<file path="config.mk">
export PLATFORM = sky130hd
export DESIGN_NAME = legv8_mem_arbiter_flat
export DESIGN_NICKNAME = d
export VERILOG_FILES = /design/src/rtl/legv8_arb_pkg.sv /design/src/rtl/legv8_mem_arbiter_if.sv /design/src/rtl/legv8_starve_counter.sv /design/src/rtl/legv8_mem_arbiter.sv /design/src/flat_wrapper.sv
export SDC_FILE = /design/constraint.sdc
export NUM_CORES = 1
export LEC_CHECK = 0
export ABC_AREA = 1
export CORE_AREA = 10 10 180 182
export CTS_CLUSTER_DIAMETER = 150
export DETAILED_ROUTE_END_ITERATION = 8
export DIE_AREA = 0 0 190 192
export PLACE_DENSITY = 0.69
export SYNTH_ARGS = -nofsm -noshare
export SYNTH_HDL_FRONTEND = slang
export SYNTH_SLANG_ARGS = --single-unit
</file>
<file path="constraint.sdc">
create_clock -name clock -period 2.4 [get_ports clock]
set_clock_uncertainty 0.15 [all_clocks]
set_input_delay 0.48 -clock clock [delete_from_list [all_inputs] [get_ports clock]]
set_output_delay 0.48 -clock clock [all_outputs]
set_load 0.01 [all_outputs]
</file>
<file path="src/rtl/legv8_arb_pkg.sv">
// Shared types and constants for the LEGv8 unified-memory arbiter.
package legv8_arb_pkg;

  localparam int unsigned LatCntW = 4;

  typedef enum logic [1:0] {
    StIdle  = 2'd0,
    StIssue = 2'd1,
    StWait  = 2'd2,
    StResp  = 2'd3
  } arb_state_e;

  typedef enum logic {
    GntIf = 1'b0,
    GntD  = 1'b1
  } arb_gnt_e;

  // Instruction words are 32 bits packed two per memory doubleword.
  function automatic logic [31:0] fetch_word(input logic [63:0] dw, input logic hi);
    return hi ? dw[63:32] : dw[31:0];
  endfunction

endpackage

</file>
<file path="src/rtl/legv8_mem_arbiter_if.sv">
// Fetch/data requester handshakes plus the single-port memory bus of the arbiter.
interface legv8_mem_arbiter_if #(
  parameter int unsigned ADDR_W = 64
);
  logic              if_req;
  logic [ADDR_W-1:0] if_addr;
  logic              if_ack;
  logic [31:0]       if_rdata;
  logic              d_req;
  logic              d_we;
  logic [ADDR_W-1:0] d_addr;
  logic [63:0]       d_wdata;
  logic              d_ack;
  logic [63:0]       d_rdata;
  logic              mem_en;
  logic              mem_we;
  logic [ADDR_W-4:0] mem_addr;
  logic [63:0]       mem_wdata;
  logic [63:0]       mem_rdata;

  modport slave (
    input  if_req, if_addr, d_req, d_we, d_addr, d_wdata, mem_rdata,
    output if_ack, if_rdata, d_ack, d_rdata, mem_en, mem_we, mem_addr, mem_wdata
  );

  modport master (
    output if_req, if_addr, d_req, d_we, d_addr, d_wdata, mem_rdata,
    input  if_ack, if_rdata, d_ack, d_rdata, mem_en, mem_we, mem_addr, mem_wdata
  );
endinterface

</file>
<file path="src/rtl/legv8_starve_counter.sv">
// Saturating count of arbitrations fetch has lost in a row.
module legv8_starve_counter #(
  parameter int unsigned Limit = 4,
  parameter int unsigned Width = 4
) (
  input  logic clock_i,
  input  logic reset_i,
  input  logic inc_i,
  input  logic clr_i,
  output logic at_limit_o
);

  logic [Width-1:0] cnt_q;

  assign at_limit_o = (cnt_q == Width'(Limit));

  always_ff @(posedge clock_i) begin
    if (reset_i) begin
      cnt_q <= '0;
    end else if (clr_i) begin
      cnt_q <= '0;
    end else if (inc_i && !at_limit_o) begin
      cnt_q <= cnt_q + Width'(1);
    end
  end

endmodule

</file>
<file path="src/rtl/legv8_mem_arbiter.sv">
// Data-priority arbiter for one unified memory shared by LEGv8 fetch and LDUR/STUR.
// Optional grant statistics are compiled in with LEGV8_ARB_STATS_EN.
module legv8_mem_arbiter
  import legv8_arb_pkg::*;
#(
  parameter int unsigned ADDR_W       = 64,
  parameter int unsigned MEM_LATENCY  = 1,
  parameter int unsigned STARVE_LIMIT = 4
) (
  input  logic               clock,
  input  logic               reset,
  legv8_mem_arbiter_if.slave bus
`ifdef LEGV8_ARB_STATS_EN
  ,
  output logic [31:0]        stat_if_grants,
  output logic [31:0]        stat_d_grants,
  output logic [15:0]        stat_starve_overrides
`endif
);

  arb_state_e          state_q;
  arb_gnt_e            gnt_q;
  logic [LatCntW-1:0]  lat_q;
  logic                hi_q;
  logic                mem_en_q, mem_we_q, if_ack_q, d_ack_q;
  logic [ADDR_W-4:0]   mem_addr_q;
  logic [63:0]         mem_wdata_q, d_rdata_q;
  logic [31:0]         if_rdata_q;
  logic                at_limit, any_req, fetch_win, issue_go, starve_inc, starve_clr;
  logic                unused_addr_bits;

  assign unused_addr_bits = ^{bus.if_addr[1:0], bus.d_addr[2:0]};

  assign any_req    = bus.if_req | bus.d_req;
  assign fetch_win  = bus.if_req & (~bus.d_req | at_limit);
  assign issue_go   = (state_q == StIdle) & any_req;
  assign starve_inc = (state_q == StIdle) & bus.d_req & bus.if_req & ~at_limit;
  assign starve_clr = (state_q == StIdle) & (~bus.if_req | fetch_win);

  legv8_starve_counter #(
    .Limit (STARVE_LIMIT),
    .Width (LatCntW)
  ) u_starve (
    .clock_i    (clock),
    .reset_i    (reset),
    .inc_i      (starve_inc),
    .clr_i      (starve_clr),
    .at_limit_o (at_limit)
  );

  always_ff @(posedge clock) begin
    if (reset) begin
      state_q     <= StIdle;
      gnt_q       <= GntIf;
      lat_q       <= '0;
      hi_q        <= 1'b0;
      mem_en_q    <= 1'b0;
      mem_we_q    <= 1'b0;
      mem_addr_q  <= '0;
      mem_wdata_q <= '0;
      if_ack_q    <= 1'b0;
      d_ack_q     <= 1'b0;
      if_rdata_q  <= '0;
      d_rdata_q   <= '0;
    end else begin
      mem_en_q <= 1'b0;
      if_ack_q <= 1'b0;
      d_ack_q  <= 1'b0;
      unique case (state_q)
        StIdle: begin
          if (issue_go) begin
            state_q     <= StIssue;
            mem_en_q    <= 1'b1;
            mem_wdata_q <= bus.d_wdata;
            if (fetch_win) begin
              gnt_q      <= GntIf;
              mem_we_q   <= 1'b0;
              mem_addr_q <= bus.if_addr[ADDR_W-1:3];
              hi_q       <= bus.if_addr[2];
            end else begin
              gnt_q      <= GntD;
              mem_we_q   <= bus.d_we;
              mem_addr_q <= bus.d_addr[ADDR_W-1:3];
            end
          end
        end
        StIssue: begin
          lat_q   <= LatCntW'(MEM_LATENCY);
          state_q <= StWait;
        end
        StWait: begin
          // lat_q == 1 marks the cycle mem_rdata is valid.
          if (lat_q == LatCntW'(1)) begin
            state_q <= StResp;
            if (gnt_q == GntIf) begin
              if_rdata_q <= fetch_word(bus.mem_rdata, hi_q);
              if_ack_q   <= 1'b1;
            end else begin
              if (!mem_we_q) d_rdata_q <= bus.mem_rdata;
              d_ack_q <= 1'b1;
            end
          end else begin
            lat_q <= lat_q - LatCntW'(1);
          end
        end
        StResp: begin
          state_q <= StIdle;
        end
      endcase
    end
  end

  assign bus.mem_en    = mem_en_q;
  assign bus.mem_we    = mem_we_q;
  assign bus.mem_addr  = mem_addr_q;
  assign bus.mem_wdata = mem_wdata_q;
  assign bus.if_ack    = if_ack_q;
  assign bus.if_rdata  = if_rdata_q;
  assign bus.d_ack     = d_ack_q;
  assign bus.d_rdata   = d_rdata_q;

`ifdef LEGV8_ARB_STATS_EN
  logic [31:0] if_grants_q, d_grants_q;
  logic [15:0] overrides_q;

  always_ff @(posedge clock) begin
    if (reset) begin
      if_grants_q <= '0;
      d_grants_q  <= '0;
      overrides_q <= '0;
    end else if (issue_go) begin
      if (fetch_win) begin
        if (if_grants_q != '1) if_grants_q <= if_grants_q + 32'd1;
        if (bus.d_req && overrides_q != '1) overrides_q <= overrides_q + 16'd1;
      end else if (d_grants_q != '1) begin
        d_grants_q <= d_grants_q + 32'd1;
      end
    end
  end

  assign stat_if_grants        = if_grants_q;
  assign stat_d_grants         = d_grants_q;
  assign stat_starve_overrides = overrides_q;
`endif

endmodule

</file>
<file path="src/flat_wrapper.sv">
// flat-port wrapper written by rule: the top's interface ports become plain ports
module legv8_mem_arbiter_flat import legv8_arb_pkg::*;
#(
  parameter int unsigned ADDR_W       = 64,
  parameter int unsigned MEM_LATENCY  = 1,
  parameter int unsigned STARVE_LIMIT = 4
)
  (clock, reset, bus_if_req, bus_if_addr, bus_d_req, bus_d_we, bus_d_addr, bus_d_wdata, bus_mem_rdata, bus_if_ack, bus_if_rdata, bus_d_ack, bus_d_rdata, bus_mem_en, bus_mem_we, bus_mem_addr, bus_mem_wdata);
  legv8_mem_arbiter_if #(.ADDR_W(ADDR_W)) bus_i ();
  input  logic clock;
  input  logic reset;
  input wire logic [$bits(bus_i.if_req)-1:0] bus_if_req;
  input wire logic [$bits(bus_i.if_addr)-1:0] bus_if_addr;
  input wire logic [$bits(bus_i.d_req)-1:0] bus_d_req;
  input wire logic [$bits(bus_i.d_we)-1:0] bus_d_we;
  input wire logic [$bits(bus_i.d_addr)-1:0] bus_d_addr;
  input wire logic [$bits(bus_i.d_wdata)-1:0] bus_d_wdata;
  input wire logic [$bits(bus_i.mem_rdata)-1:0] bus_mem_rdata;
  output wire logic [$bits(bus_i.if_ack)-1:0] bus_if_ack;
  output wire logic [$bits(bus_i.if_rdata)-1:0] bus_if_rdata;
  output wire logic [$bits(bus_i.d_ack)-1:0] bus_d_ack;
  output wire logic [$bits(bus_i.d_rdata)-1:0] bus_d_rdata;
  output wire logic [$bits(bus_i.mem_en)-1:0] bus_mem_en;
  output wire logic [$bits(bus_i.mem_we)-1:0] bus_mem_we;
  output wire logic [$bits(bus_i.mem_addr)-1:0] bus_mem_addr;
  output wire logic [$bits(bus_i.mem_wdata)-1:0] bus_mem_wdata;
  assign bus_i.if_req = bus_if_req;
  assign bus_i.if_addr = bus_if_addr;
  assign bus_i.d_req = bus_d_req;
  assign bus_i.d_we = bus_d_we;
  assign bus_i.d_addr = bus_d_addr;
  assign bus_i.d_wdata = bus_d_wdata;
  assign bus_i.mem_rdata = bus_mem_rdata;
  assign bus_if_ack = bus_i.if_ack;
  assign bus_if_rdata = bus_i.if_rdata;
  assign bus_d_ack = bus_i.d_ack;
  assign bus_d_rdata = bus_i.d_rdata;
  assign bus_mem_en = bus_i.mem_en;
  assign bus_mem_we = bus_i.mem_we;
  assign bus_mem_addr = bus_i.mem_addr;
  assign bus_mem_wdata = bus_i.mem_wdata;
  legv8_mem_arbiter #(.ADDR_W(ADDR_W), .MEM_LATENCY(MEM_LATENCY), .STARVE_LIMIT(STARVE_LIMIT)) u_core (.clock(clock), .reset(reset), .bus(bus_i));
endmodule
</file>
After elaboration in Yosys (flattened, before gate mapping)
Index checks and enable logic that the tools add are counted.
{"block": "totals", "n_memories": 0, "register_bits": 237, "romBits": 0, "latchBits": 0, "ram_bits": 0}
{"block": "op_classes", "mux": 12, "n_eq_ne": 8, "n_div": 0, "shift": 0, "n_lt_le_gt_ge": 0, "addsub": 2, "reduce_logical": 13, "bitwise": 17, "n_mul": 0}
{"cell": "$mux 61", "n": 1}
{"cell": "$mux 32", "n": 1}
{"cell": "$not 1->1", "n": 8}
{"cell": "$pmux 2 s4", "n": 1}
{"cell": "$pmux 4 s2", "n": 1}
{"cell": "$and 1x1->1", "n": 6}
{"cell": "$reduce_and 2->1", "n": 3}
{"cell": "$reduce_and 3->1", "n": 2}
{"cell": "$mux 1", "n": 5}
{"cell": "$add 4x1->4 const B", "n": 1}
{"cell": "$eq 2x2->1 const B", "n": 2}
{"cell": "$eq 4x1->1 const B", "n": 1}
{"cell": "$eq 4x3->1 const B", "n": 1}
{"cell": "$mux 2", "n": 2}
{"cell": "$mux 4", "n": 1}
{"cell": "$ne 2x1->1 const B", "n": 2}
{"cell": "$reduce_and 4->1", "n": 1}
{"cell": "$reduce_or 2->1", "n": 2}
{"cell": "$sub 4x1->4 const B", "n": 1}
{"cell": "$or 1x1->1", "n": 3}
{"cell": "$reduce_or 3->1", "n": 1}
{"cell": "$eq 2x1->1 const B", "n": 1}
{"cell": "$logic_not 2->1", "n": 1}
{"cell": "$ne 2x2->1 const B", "n": 1}
{"cell": "other kinds (3)", "n": 3}

Longest topological paths before layout
{"block": "depth", "depth_word": 6, "depth_mapped": 12, "ltp_nobuf": 9}

Hierarchy
A second synthesis with hierarchy kept.
{"block": "unflattened", "hier_cells": 1388, "area_unflattened_um2": 9731.8}
{"module": "legv8_mem_arbiter", "area_each_um2": 9489.1, "seq_area_each_um2": 4664.5, "n_inst": 1, "cells_per_inst": 1352}
{"module": "legv8_starve_counter", "area_each_um2": 242.7, "seq_area_each_um2": 80.1, "n_inst": 1, "cells_per_inst": 36}

Worst setup path after synthesis
No wires, ideal clock.
{"block": "synth_timing", "path_type": "register to register", "start": "register u_core.state_q[0]", "end": "register u_core.mem_addr_q[7], in the netlist u_core.bus.mem_addr[7]", "path_stages_with_launch": 13, "period_less_slack_ns": 1.685, "slack_ns": 0.715, "required_time_ns": 2.140, "t_arrival_ns": 1.425, "n_path_buf": 3, "setup_ns": 0.110, "path_cell_list": "dfxtp_1 inv_1 ha_1 inv_1 a21oi_2 buf_4 inv_2 buf_6 buf_2 nand2_1 nand3_1 nand2_1 inv_1"}
{"block": "synth_via", "elab_chain_cells": 3}
{"item": "from (decl)", "line": "legv8_mem_arbiter.sv:21", "text": "arb_state_e state_q;"}
{"item": "from (signal assigned)", "line": "legv8_mem_arbiter.sv:53", "text": "state_q <= StIdle;"}
{"item": "from (signal assigned)", "line": "legv8_mem_arbiter.sv:72", "text": "state_q <= StIssue;"}
{"item": "from (signal assigned)", "line": "legv8_mem_arbiter.sv:89", "text": "state_q <= StWait;"}
{"item": "$logic_not 2->1 (*)", "line": "legv8_mem_arbiter.sv:36, legv8_mem_arbiter.sv:69"}
{"item": "$and 1x1->1", "line": "legv8_mem_arbiter.sv:36", "text": "assign issue_go = (state_q == StIdle) & any_req;"}
{"item": "$reduce_and 2->1 (no source line) (*)"}
{"item": "to (signal assigned)", "line": "legv8_mem_arbiter.sv:78", "text": "mem_addr_q <= bus.if_addr[ADDR_W-1:3];"}
{"item": "to (signal assigned)", "line": "legv8_mem_arbiter.sv:83", "text": "mem_addr_q <= bus.d_addr[ADDR_W-1:3];"}
{"item": "to (decl)", "line": "legv8_mem_arbiter.sv:26", "text": "logic [ADDR_W-4:0] mem_addr_q;"}
Every way passes the cells marked *; elsewhere a longest branch is shown, timed or not.
A chain may end at the register's enable or synchronous reset.

Final worst setup path
{"block": "layout_timing", "start": "register u_core.mem_wdata_q[62], in the netlist u_core.bus.mem_wdata[62]", "end": "output bus_mem_wdata[62]"}
{"item": "from (decl)", "line": "legv8_mem_arbiter.sv:27", "text": "logic [63:0] mem_wdata_q, d_rdata_q;"}
{"item": "from (signal assigned)", "line": "legv8_mem_arbiter.sv:74", "text": "mem_wdata_q <= bus.d_wdata;"}
{"item": "to (decl)", "line": "flat_wrapper.sv:26", "text": "output wire logic [$bits(bus_i.mem_wdata)-1:0] bus_mem_wdata;"}
No word-level cell between the ends.

==> reports/results.ini <==
[status]
status = finished, final reports clean

[die]
dieArea_sq_um = 36500
std_cell_rows = 62
fp.dieH_microns = 192
initial_core_util_pct = 34.0
core_sq_um = 28600
pin_count = 486
die_w_microns = 190

[power]
p_per_area_nw_per_um2 = 945
clkPwrFrac_pct = 29.0
seq_power_share_pct = 34.2
p_int_mw = 10.0
comb_power_share_pct = 36.8
switchingPower_mw = 5.01
p_leak_nw = 6.94
swShare_pct = 33.3
ir_drop_v = 0.000556

[timing]
finalHoldViolations = 0
finalWorstSetupSlack_ps = 262
slew_viol_final = 0
worst_pin_slew_ps = 502
rsz0062_at_grt = no
setup_viol = 0
tns_ps = 0
period_share_pct = 89.1
post-route-min-period_ps = 2140
fmax_mhz = 468
slew-limit-headroom_pct = 66.5

[place]
hpwl_microns = 30200
portBuffers = 480
place_ws_ps = 99.3
gp_congestion = 0.857

[route]
drt_iter0_markers = 652
detail-route-antenna-nets = 0
vias_per_cell = 4.83
vias = 10624
routed_wl_microns = 41600
drt_first_pass_iters = 5
route.detailed.wl_per_inst_microns = 18.9
remaining_drc_errors = 0

[synthesis]
syn-cell-area_sq_um = 9720
yosysMostFrequentCell = nor2_1
ys.flop_type = dfxtp_1
synthTopCellsByArea = dfxtp_1, nor2_1, o21ai_0
synthDominantCellAreaShare_pct = 48.8
ys_top_cells_by_count = nor2_1, dfxtp_1, nand2_1
synth.avg_cell_area_sq_um = 7.15
ys_seq_area_share_pct = 48.8
synth_edf_count = 0
ys_ff_latch = 237
async_reset_ff_share_pct = 0
syn_inst = 1360
yosys_warnings = 0
synth_top_area_cell = dfxtp_1
synth_cell_types = 24
syn-num-nets = 1629

[setup_path]
crit_family = buffers and inverters
cp_num_cells = 1
endpoint_kind = output port
max_stage_delay_ps = 590
crit_path_cell_trace = clkdlybuf4s50_1
slowest_stage = clkdlybuf4s50_1
cp_num_buf_inv = 1
worstSetupPathType = reg2out
r2r_cells = 8
arrival_ps = 1510
cp-start-kind = flip-flop
required_ps = 1770
worstPathMaxFanout = 2

[worst_hold_path]
min_delay_path_depth = 6
hold_class = in2reg

[grt]
grt_pass1_vias = 10309
grt_pass1_wl_microns = 62000
grt_usage_pct = 21.3
overflow = 0
grt_max_degree = 89
antenna_found_initial = 3

[cells_and_area]
nFillCells = 2620
final_layout_size_suffix_gt1_share_pct = 4.80
seq_area_sq_um = 4750
area_growth_pct = 63.9
multiInputGateArea_sq_um = 4130
final_nets = 2064

[clock_tree]
clk-insertion-delay-late_ps = 520
cts_buffer_depth = 3
cts_inserted_buffers = 27
cts_tree = built
cts_resized = 0
cts.sinks = 237
h-tree-depth = 1
root_buffer = clkbuf_16
postCtsSetupBuffers = 0
hold_buffers = 0
worst_setup_hold_path_clk_slew_ps = 60

[flow_run]
drv_cap = 0

-- cell type report --
type / instances / share of cell area (%)
multi-input cells: 909 / 25.9
diodes: 3 / 0.0471
flip-flops and latches: 237 / 29.8
clock inverters: 8 / 0.895
inverters: 110 / 2.64
clock buffers: 40 / 5.05
well taps: 384 / 3.02
repair buffers: 510 / 32.6
-- worst paths after layout --
kind,startpoint,to,slack [ps]
setup / recovery,u_core.bus.mem_wdata[62],bus_mem_wdata[62],260
hold / removal,bus_if_req,u_core.state_q[0],330
setup reg to reg,u_core.state_q[1],u_core.bus.mem_wdata[48],370
hold reg to reg,u_core.lat_q[1],u_core.lat_q[1],330
-- per-layer routing --
metal	track usage [%]	up-vias	routed length, microns
li1	-	5277	-
met1	24.5	4848	15800
met2	35.3	440	19600
met3	9.43	57	5200
met4	5.68	2	935
met5	0	-	8
-- power groups by stage --
stage | clock network, mW | registers [mW] | logic, mW
finish | 4.37 | 5.14 | 5.55
detailed placement | 0 | 5.21 | 5.58
floorplan | 0 | 5.51 | 2.30
global placement | 0 | 5.18 | 5.53
global route | 4.63 | 5.24 | 6.06
CTS | 4.47 | 5.14 | 5.61
-- state kept, by name, indices dropped and copies added, names as in the netlist --
register	cells
u_core.bus.d_ack	1
u_core.bus.d_rdata	64
u_core.bus.if_ack	1
u_core.bus.if_rdata	32
u_core.bus.mem_addr	61
u_core.bus.mem_en	1
u_core.bus.mem_wdata	64
u_core.bus.mem_we	1
u_core.gnt_q	1
u_core.hi_q	1
u_core.lat_q	4
u_core.state_q	2
u_core.u_starve.cnt_q	4
-- through the flow --
stage	instance area, sq um	instances	hold slack [ps]	power (mW)	utilization (%)
global route	15900	2199	350	15.9	55.6
detailed placement	15000	2150	328	10.8	52.3
global placement	15000	2150	319	10.7	52.3
CTS	15900	2198	298	15.2	55.6
finish	15900	2201	328	15.1	55.7
floorplan	9720	1360	302	7.81	-
-- cell usage in the layout, fill, tap and decap left out, drive strengths merged --
master / instances
xor2: 1
clkinvlp: 1
clkbuf: 40
nand2: 197
nor3: 1
inv: 109
o21ai: 188
or2: 1
ha: 8
nand4: 63
nor3b: 1
a21oi: 36
xnor2: 1
clkdlybuf4s50: 479
nor2: 281
nand3: 131
dfxtp: 237
bufinv: 4
buf: 31
diode: 3
clkinv: 4
-- cells by family (layout without fill, tap and decap cells) --
kind of cell / Yosys count / count (layout) / synth area share, %
simple gates: 675 / 675 / 29.5
other cells: 0 / 3 / 0
flops: 237 / 237 / 48.8
buf+inv: 214 / 668 / 8.91
xor+xnor: 2 / 2 / 0.180
compound gates: 224 / 224 / 11.6
fa+ha+maj: 8 / 8 / 1.03
Note: power is estimated with default switching activity, not from simulation.
